## src/rtl/alu_pkg.sv

```systemverilog
// Shared definitions for the sequential ALU: opcodes, FSM states, ERR bit positions.
package alu_pkg;

    localparam logic [3:0] OP_ADD = 4'b0010;
    localparam logic [3:0] OP_SUB = 4'b0011;
    localparam logic [3:0] OP_MUL = 4'b0100;
    localparam logic [3:0] OP_DIV = 4'b0101;
    localparam logic [3:0] OP_MOD = 4'b0110;

    localparam int ERR_CARRY = 0;
    localparam int ERR_DZ    = 1;

    typedef enum logic [1:0] {
        ST_IDLE = 2'd0,
        ST_RUN  = 2'd1,
        ST_FIN  = 2'd2
    } state_e;

endpackage

```

## src/rtl/restoring_div_core.sv

```systemverilog
// Restoring divider producing one quotient bit per step; shared by DIV and MOD.
// quotient/remainder show the values after the current step is applied.
module restoring_div_core #(
    parameter int WIDTH = 16
) (
    input  logic             clk,
    input  logic             rst,
    input  logic             start,
    input  logic             step,
    input  logic [WIDTH-1:0] dividend,
    input  logic [WIDTH-1:0] divisor,
    output logic [WIDTH-1:0] quotient,
    output logic [WIDTH-1:0] remainder
);
    import alu_pkg::*;

    logic [WIDTH-1:0] quo_q, quo_d;
    logic [WIDTH-1:0] rem_q, rem_d;
    logic [WIDTH-1:0] dsr_q, dsr_d;
    logic [WIDTH:0]   rem_sh;
    logic [WIDTH:0]   trial;

    always_comb begin
        quo_d  = quo_q;
        rem_d  = rem_q;
        dsr_d  = dsr_q;
        rem_sh = {rem_q, quo_q[WIDTH-1]};
        trial  = rem_sh - {1'b0, dsr_q};
        if (start) begin
            quo_d = dividend;
            rem_d = '0;
            dsr_d = divisor;
        end else if (step) begin
            // A set top bit of the trial difference means the divisor did not fit.
            if (trial[WIDTH]) begin
                rem_d = rem_sh[WIDTH-1:0];
                quo_d = {quo_q[WIDTH-2:0], 1'b0};
            end else begin
                rem_d = trial[WIDTH-1:0];
                quo_d = {quo_q[WIDTH-2:0], 1'b1};
            end
        end
    end

    always_ff @(posedge clk) begin
        if (rst) begin
            quo_q <= '0;
            rem_q <= '0;
            dsr_q <= '0;
        end else begin
            quo_q <= quo_d;
            rem_q <= rem_d;
            dsr_q <= dsr_d;
        end
    end

    assign quotient  = quo_d;
    assign remainder = rem_d;

endmodule

```

## src/rtl/seq_alu.sv

```systemverilog
// Multi-cycle ALU: single-pass add/sub, shift-add multiply, restoring divide/modulo.
// state | meaning: IDLE idle, outputs held | RUN iterating, BUSY=1 | FIN result valid, DONE=1
module seq_alu #(
    parameter int WIDTH = 16
) (
    input  logic               clk,
    input  logic               rst,
    input  logic               START,
    input  logic [WIDTH-1:0]   IN1,
    input  logic [WIDTH-1:0]   IN2,
    input  logic [3:0]         OP,
    output logic               BUSY,
    output logic               DONE,
    output logic [2*WIDTH-1:0] OUT,
    output logic [1:0]         ERR
);
    import alu_pkg::*;

    localparam int CNT_W = $clog2(WIDTH + 1);

    state_e             state_q, state_d;
    logic [WIDTH-1:0]   a_q, a_d;
    logic [WIDTH-1:0]   b_q, b_d;
    logic [3:0]         op_q, op_d;
    logic [CNT_W-1:0]   cnt_q, cnt_d;
    logic [2*WIDTH-1:0] prod_q, prod_d;
    logic [2*WIDTH-1:0] out_q, out_d;
    logic [1:0]         err_q, err_d;
    logic               busy_q, busy_d;
    logic               done_q, done_d;

    logic               accept;
    logic               div_op;
    logic               div_zero;
    logic               last_iter;
    logic [WIDTH:0]     sum;
    logic [2*WIDTH-1:0] diff;
    logic [WIDTH:0]     mul_acc;
    logic [2*WIDTH-1:0] prod_step;
    logic [WIDTH-1:0]   div_quo;
    logic [WIDTH-1:0]   div_rem;
    logic               div_step;

    always_comb begin
        accept    = (state_q != ST_RUN) && START;
        div_op    = (op_q == OP_DIV) || (op_q == OP_MOD);
        div_zero  = div_op && (b_q == '0);
        last_iter = ((op_q == OP_MUL) || (div_op && !div_zero))
                    ? (cnt_q == CNT_W'(WIDTH - 1)) : 1'b1;
        div_step  = (state_q == ST_RUN) && div_op && !div_zero;

        sum  = {1'b0, a_q} + {1'b0, b_q};
        diff = {{WIDTH{1'b0}}, a_q} - {{WIDTH{1'b0}}, b_q};

        // Upper half accumulates the multiplicand; lower half shifts the multiplier out.
        mul_acc   = prod_q[0] ? ({1'b0, prod_q[2*WIDTH-1:WIDTH]} + {1'b0, a_q})
                              : {1'b0, prod_q[2*WIDTH-1:WIDTH]};
        prod_step = {mul_acc, prod_q[WIDTH-1:1]};

        state_d = state_q;
        a_d     = a_q;
        b_d     = b_q;
        op_d    = op_q;
        cnt_d   = cnt_q;
        prod_d  = prod_q;
        out_d   = out_q;
        err_d   = err_q;

        case (state_q)
            ST_RUN: begin
                cnt_d  = cnt_q + CNT_W'(1);
                prod_d = prod_step;
                if (last_iter) begin
                    state_d = ST_FIN;
                    out_d   = '0;
                    err_d   = 2'b00;
                    case (op_q)
                        OP_ADD: begin
                            out_d            = {{(WIDTH-1){1'b0}}, sum};
                            err_d[ERR_CARRY] = sum[WIDTH];
                        end
                        OP_SUB: begin
                            out_d            = diff;
                            err_d[ERR_CARRY] = (a_q < b_q);
                        end
                        OP_MUL: out_d = prod_step;
                        OP_DIV: begin
                            if (div_zero) err_d[ERR_DZ] = 1'b1;
                            else          out_d = {{WIDTH{1'b0}}, div_quo};
                        end
                        OP_MOD: begin
                            if (div_zero) err_d[ERR_DZ] = 1'b1;
                            else          out_d = {{WIDTH{1'b0}}, div_rem};
                        end
                        default: ;
                    endcase
                end
            end
            ST_FIN:  if (!START) state_d = ST_IDLE;
            default: state_d = ST_IDLE;
        endcase

        if (accept) begin
            state_d = ST_RUN;
            a_d     = IN1;
            b_d     = IN2;
            op_d    = OP;
            cnt_d   = '0;
            prod_d  = {{WIDTH{1'b0}}, IN2};
        end

        busy_d = (state_d == ST_RUN);
        done_d = (state_d == ST_FIN);
    end

    restoring_div_core #(.WIDTH(WIDTH)) u_div (
        .clk       (clk),
        .rst       (rst),
        .start     (accept),
        .step      (div_step),
        .dividend  (IN1),
        .divisor   (IN2),
        .quotient  (div_quo),
        .remainder (div_rem)
    );

    always_ff @(posedge clk) begin
        if (rst) begin
            state_q <= ST_IDLE;
            a_q     <= '0;
            b_q     <= '0;
            op_q    <= '0;
            cnt_q   <= '0;
            prod_q  <= '0;
            out_q   <= '0;
            err_q   <= '0;
            busy_q  <= 1'b0;
            done_q  <= 1'b0;
        end else begin
            state_q <= state_d;
            a_q     <= a_d;
            b_q     <= b_d;
            op_q    <= op_d;
            cnt_q   <= cnt_d;
            prod_q  <= prod_d;
            out_q   <= out_d;
            err_q   <= err_d;
            busy_q  <= busy_d;
            done_q  <= done_d;
        end
    end

    assign BUSY = busy_q;
    assign DONE = done_q;
    assign OUT  = out_q;
    assign ERR  = err_q;

endmodule

```

## config.mk

```make
export PLATFORM = sky130hd
export DESIGN_NAME = seq_alu
export DESIGN_NICKNAME = d
export VERILOG_FILES = /design/src/rtl/alu_pkg.sv /design/src/rtl/restoring_div_core.sv /design/src/rtl/seq_alu.sv
export SDC_FILE = /design/constraint.sdc
export NUM_CORES = 1
export LEC_CHECK = 0
export ABC_AREA = 1
export BUFFER_PORTS_ARGS = -buffer_cell sky130_fd_sc_hd__clkbuf_2
export CORE_MARGIN = 2
export CORE_UTILIZATION = 57
export DETAILED_ROUTE_END_ITERATION = 16
export GPL_TIMING_DRIVEN = 0
export PLACE_DENSITY = 0.76
export SETUP_SLACK_MARGIN = 0.4
export SLEW_MARGIN = 30
export SYNTH_ARGS = -nofsm -noshare
export SYNTH_HDL_FRONTEND = slang
export SYNTH_HIERARCHICAL = 1
export SYNTH_SLANG_ARGS = --single-unit
```

## constraint.sdc

```tcl
create_clock -name clk -period 7.2 [get_ports clk]
set_clock_uncertainty 0.05 [all_clocks]
set_input_delay 2.16 -clock clk [delete_from_list [all_inputs] [get_ports clk]]
set_output_delay 2.16 -clock clk [all_outputs]
set_load 0.03 [all_outputs]
```

# Yosys cells after proc, flatten, opt, wreduce, memory -nomap -nowiden
# Cells that the tools add are included.
dict set report word_totals {
  register_bits 143
  latchBits 0
  ram_bits 0
  rom_bits 0
  input_bits 39
  elab_cells 63
  n_memories 0
}
dict set report op_classes {
  add_sub_neg 5
  multipliers 0
  n_div 0
  magnitude_cmp 1
  n_eq_ne 11
  shifts 0
  n_mux 20
  n_bitwise 0
  reduce_logical 13
}
# operator count
set ops {}
lappend ops {{$pmux W32 S5} 1}
lappend ops {{$mux W16} 9}
lappend ops {{$add A16 B16 Y17} 2}
lappend ops {{$mux W17} 1}
lappend ops {{$sub A16 B16 Y17} 1}
lappend ops {{$sub A17 B16 Y17} 1}
lappend ops {{$logic_not A16 Y1} 1}
lappend ops {{$lt A16 B16 Y1} 1}
lappend ops {{$eq A4 B3 Y1 const B} 3}
lappend ops {{$eq A4 B2 Y1 const B} 2}
lappend ops {{$mux W2} 3}
lappend ops {{$add A5 B1 Y5 const B} 1}
lappend ops {{$eq A5 B4 Y1 const B} 1}
lappend ops {{$logic_and A1 B1 Y1} 5}
lappend ops {{$eq A2 B1 Y1 const B} 2}
lappend ops {{$eq A2 B2 Y1 const B} 2}
lappend ops {{$mux W1} 4}
lappend ops {{$pmux W2 S2} 1}
lappend ops {{$reduce_or A2 Y1} 2}
lappend ops {{$logic_or A1 B1 Y1} 2}
lappend ops {{$ne A2 B1 Y1 const B} 1}
lappend ops {{$pmux W1 S2} 1}
lappend ops {{$reduce_and A2 Y1} 1}
lappend ops {{$reduce_bool A2 Y1} 1}
lappend ops {{$logic_not A1 Y1} 1}

# Longest topological paths before layout
dict set report logic_depth {
  word_depth 11
  mapped_depth 23
}

# By module
# Netlist, hierarchy kept.
# module n_inst cells_each area_each_um2 seq_area_each_um2
set modules_own_cells {}
lappend modules_own_cells {seq_alu 1 1262 7928.9 2222.1}
lappend modules_own_cells {restoring_div_core 1 557 3522.1 960.9}

# Worst setup path before layout
# OpenSTA, ideal clock, no wires.
dict set report synth_timing {
  kind {input port to flip-flop}
  startpoint {in START}
  endpoint {reg out_q[8], in the netlist OUT[8]}
  setup_ps 132
  arrival_time_ps 3962
  required_ps 7018
  path_slack_ps 3056
  stages 14
  n_path_buf 3
  cell_sequence {inv_1 -> nor2_1 -> clkbuf_1 -> buf_2 -> clkinv_1 -> clkbuf_1 -> o211ai_1 -> o21ai_0 -> inv_1 -> o22ai_1 -> a22oi_1 -> nand3_1 -> nand2_1 -> a21oi_1}
}
dict set report synth_between {
  elab_chain_len 4
  elab_cells_between_ends 6
  cone_classes {5 x mux; 1 x reduce/logical}
}
# element line
set synth_lines {}
lappend synth_lines {{from (decl)} seq_alu.sv:8} ;# input logic START,
lappend synth_lines {{$logic_and A1 B1 Y1} seq_alu.sv:45} ;# accept = (state_q != ST_RUN) && START;
lappend synth_lines {{net accept} seq_alu.sv:32} ;# logic accept;
lappend synth_lines {{$mux W16} restoring_div_core.sv:29} ;# if (start) begin
lappend synth_lines {{net div_quo[8]} seq_alu.sv:40} ;# logic [WIDTH-1:0] div_quo;
lappend synth_lines {{$mux W16} seq_alu.sv:88} ;# if (div_zero) err_d[ERR_DZ] = 1'b1;
lappend synth_lines {{$pmux W32 S5} seq_alu.sv:77} ;# case (op_q)
lappend synth_lines {{to (signal assigned)} seq_alu.sv:146} ;# out_q <= out_d;
lappend synth_lines {{to (decl)} seq_alu.sv:27} ;# logic [2*WIDTH-1:0] out_q, out_d;
# The timed path passes the listed nets, and every way through them passes these cells.
# A chain may end at the register's enable or synchronous reset.

# Worst setup path in the final report
dict set report layout_timing {
  startpoint {in START}
  endpoint {reg out_q[10], in the netlist OUT[10]}
}
# Same word-level chain as after synthesis.

==> impl_metrics.env <==
export IMPL_synth_main_ff_cell="dfxtp_1"
export IMPL_path_class="in -> reg"
export IMPL_crit_path_cell_trace="clkbuf_2, inv_1, nor2_1, clkbuf_1, buf_2, clkinv_1, clkbuf_1, o211ai_1, o21ai_0, inv_1, o22ai_1, a22oi_1, nand3_1, nand2_1, a21oi_1"
export IMPL_drc_errors=0
export IMPL_dieWidth_um=146
export IMPL_antenna_found_initial=0
export IMPL_final_cell_area_um2=12700
export IMPL_synthMostInstantiatedCell="nand2_1"
export IMPL_drive_gt1_share_pct=13.1
export IMPL_first_iter_violations=1038
export IMPL_rows=51
export IMPL_setup_tns_final_ps=0
export IMPL_firstDrtPassIters=7
export IMPL_dpl_hpwl_mm=28.9
export IMPL_core_um2=19600
export IMPL_die_area_um2=21200
export IMPL_hold_buffers=0
export IMPL_io_pins=75
export IMPL_synth_top_cell_by_area="dfxtp_1"
export IMPL_vdd_drop_max_uv=177
export IMPL_clk_latency_ps=450
export IMPL_ys_ff_latch=159
export IMPL_final_cells=2189
export IMPL_tritoncts="built"
export IMPL_post_route_util_pct=65.0
export IMPL_whs_ps=413
export IMPL_power_per_cell_area_nw_per_um2=193
export IMPL_cp_start_kind="primary input"
export IMPL_ctsLongestPathBuffers=2
export IMPL_setup_violations=0
export IMPL_use_met2_pct=54.4
export IMPL_place_inst=2157
export IMPL_clockRootBuffer="clkbuf_16"
export IMPL_syn_avg_cell_area_um2=6.30
export IMPL_cts_buffers=17
export IMPL_max_cap_violations=0
export IMPL_crit_path_end_kind="register"
export IMPL_area_growth_pct=11.2
export IMPL_slew_headroom_pct=46.6
export IMPL_fmax_mhz=204
export IMPL_nets=2023
export IMPL_grt_usage_pct=34.0
export IMPL_gp_congestion=0.963
export IMPL_grt_met1_usage_pct=46.0
export IMPL_hp_class="reg -> reg"
export IMPL_via_per_inst=5.48
export IMPL_synth_cell_types=52
export IMPL_port_buffers=73
export IMPL_netlist_area_um2=11500
export IMPL_wl_mm=36.0
export IMPL_vias=12000
export IMPL_postRouteAntennaNets=0
export IMPL_grt_use_met3_pct=4.92
export IMPL_htree_levels=4
export IMPL_status="complete, no violations"
export IMPL_synth_cells=1819
export IMPL_yosysWarnings=6
export IMPL_min_period_ps=4900
export IMPL_cp_num_cells=15
export IMPL_yosysSeqAreaShare_pct=27.8
export IMPL_rsz0062_at_grt="false"
export IMPL_drv_slew=0
export IMPL_cts_resized=0
export IMPL_ys_top_cells_by_count="nand2_1 (478), inv_1 (302), nor2_1 (160)"
export IMPL_reg2reg_setup_slack_ps=3400
export IMPL_p_total_mw=2.46
export IMPL_hold_violations=0
export IMPL_crit_arrival_ps=5170
export IMPL_place_ws_ps=1920
export IMPL_power_leakage_nw=6.44
export IMPL_grt_start_max_net_pins=17
export IMPL_grt_busiest_layer="met2"
export IMPL_cp_max_fo=10
export IMPL_cp_top_family="buffers and inverters"
export IMPL_overflow=0
export IMPL_grt_pass1_wl_mm=57.4
export IMPL_synth_top_area_share_pct=27.8
export IMPL_synth_edf_count=0
export IMPL_min_path_cells=2
export IMPL_cts_setup_buffers=0
export IMPL_slowest_stage="nor2_1"
export IMPL_finalWorstSetupSlack_ps=2300
export IMPL_required_ps=7470
export IMPL_grt_pass1_vias=11100
export IMPL_ff2ff_path_depth=16
export IMPL_path_buf_inv=7
export IMPL_clk_pin_slew_ps=70
export IMPL_synth_async_reset_ratio_pct=0
export IMPL_wl_per_cell_um=16.4
export IMPL_die_y_um=146
export IMPL_slowest_delay_ps=420
export IMPL_worst_slew_pin_slew_ps=801
export IMPL_antenna_cells=0
export IMPL_start_util_pct=58.5
export IMPL_placedInstanceArea_um2=12100
export IMPL_fin_crit_sh_pct=68.1
export IMPL_syn_nets=1931
export IMPL_synth_area_leaders="dfxtp_1 (28%), nand2_1 (16%), inv_1 (9.9%)"
export IMPL_clock_sinks=159
-- kinds of logic (layout without fill, tap and decap cells) --
logic type	after synthesis	count (layout)	share of synthesized area (%)
AOI/OAI and AO/OA	286	286	14.8
xor gates and xnor gates	14	14	1.07
adders and majority gates	73	73	8.24
buffers and inverters	399	504	13.8
DFF	159	159	27.8
and+or+nand+nor	888	888	34.3
-- where the power goes --
| group | internal (mW) | switching (mW) | total [mW] | leakage (nW) |
|---|---|---|---|---|
| clock | 0.497 | 0.426 | 0.922 | 0.285 |
| sequential | 0.922 | 0.0401 | 0.962 | 1.30 |
| combinational | 0.180 | 0.391 | 0.571 | 4.86 |
-- cell usage in the layout (no fill, tap or decap), drive strengths merged, types with 20 or more instances in the layout --
| master | Yosys | final |
|---|---|---|
| a21oi | 103 | 103 |
| buf | 31 | 31 |
| clkbuf | 43 | 134 |
| dfxtp | 159 | 159 |
| ha | 69 | 69 |
| inv | 322 | 329 |
| nand2 | 517 | 517 |
| nand3 | 134 | 134 |
| nor2 | 174 | 174 |
| o211ai | 29 | 29 |
| o21ai | 79 | 79 |
| o22ai | 34 | 34 |
| or2 | 20 | 20 |
-- path summary, 6_finish.rpt --
kind | startpoint | endpoint
setup reg to reg | state_q[1] | OUT[10]
setup / recovery | START | OUT[10]
hold reg to reg | OUT[10] | OUT[10]
hold / removal | OUT[10] | OUT[10]
-- worst register-to-register path, delay by kind of cell (launching register included) --
kind                     cells  cell delay, ps
AO/OA/AOI/OAI                3             470
flip-flops                   1             340
AND/OR/NAND/NOR              5            1010
adder cells (fa/ha/maj)      1             290
buffers and inverters        7            1530
-- metal layers --
| metal | wire (um) | vias up | share of wire, % |
|---|---|---|---|
| met5 | 0 | - | 0 |
| met4 | 1410 | 0 | 3.9 |
| met3 | 2830 | 74 | 7.9 |
| met2 | 16100 | 505 | 45 |
| met1 | 15700 | 5477 | 44 |
| li1 | - | 5945 | - |
-- flip-flops by register name (all words and copies together) (netlist names) --
| name | cells |
|---|---|
| BUSY | 1 |
| DONE | 1 |
| ERR | 2 |
| OUT | 32 |
| a_q | 16 |
| b_q | 16 |
| cnt_q | 5 |
| op_q | 4 |
| prod_q | 32 |
| state_q | 2 |
| u_div/dsr_q | 16 |
| u_div/quo_q | 16 |
| u_div/rem_q | 16 |
-- cell type report --
cell class | instances | area, um^2
Inverter | 325 | 1220
Tap cell | 265 | 332
Buffer | 74 | 357
Sequential cell | 159 | 3180
Timing Repair Buffer | 73 | 365
Clock buffer | 18 | 439
Multi-Input combinational cell | 1261 | 6690
Clock inverter | 14 | 145
Fill cell | 1900 | 6860
Power figures use the tool's default switching activity.
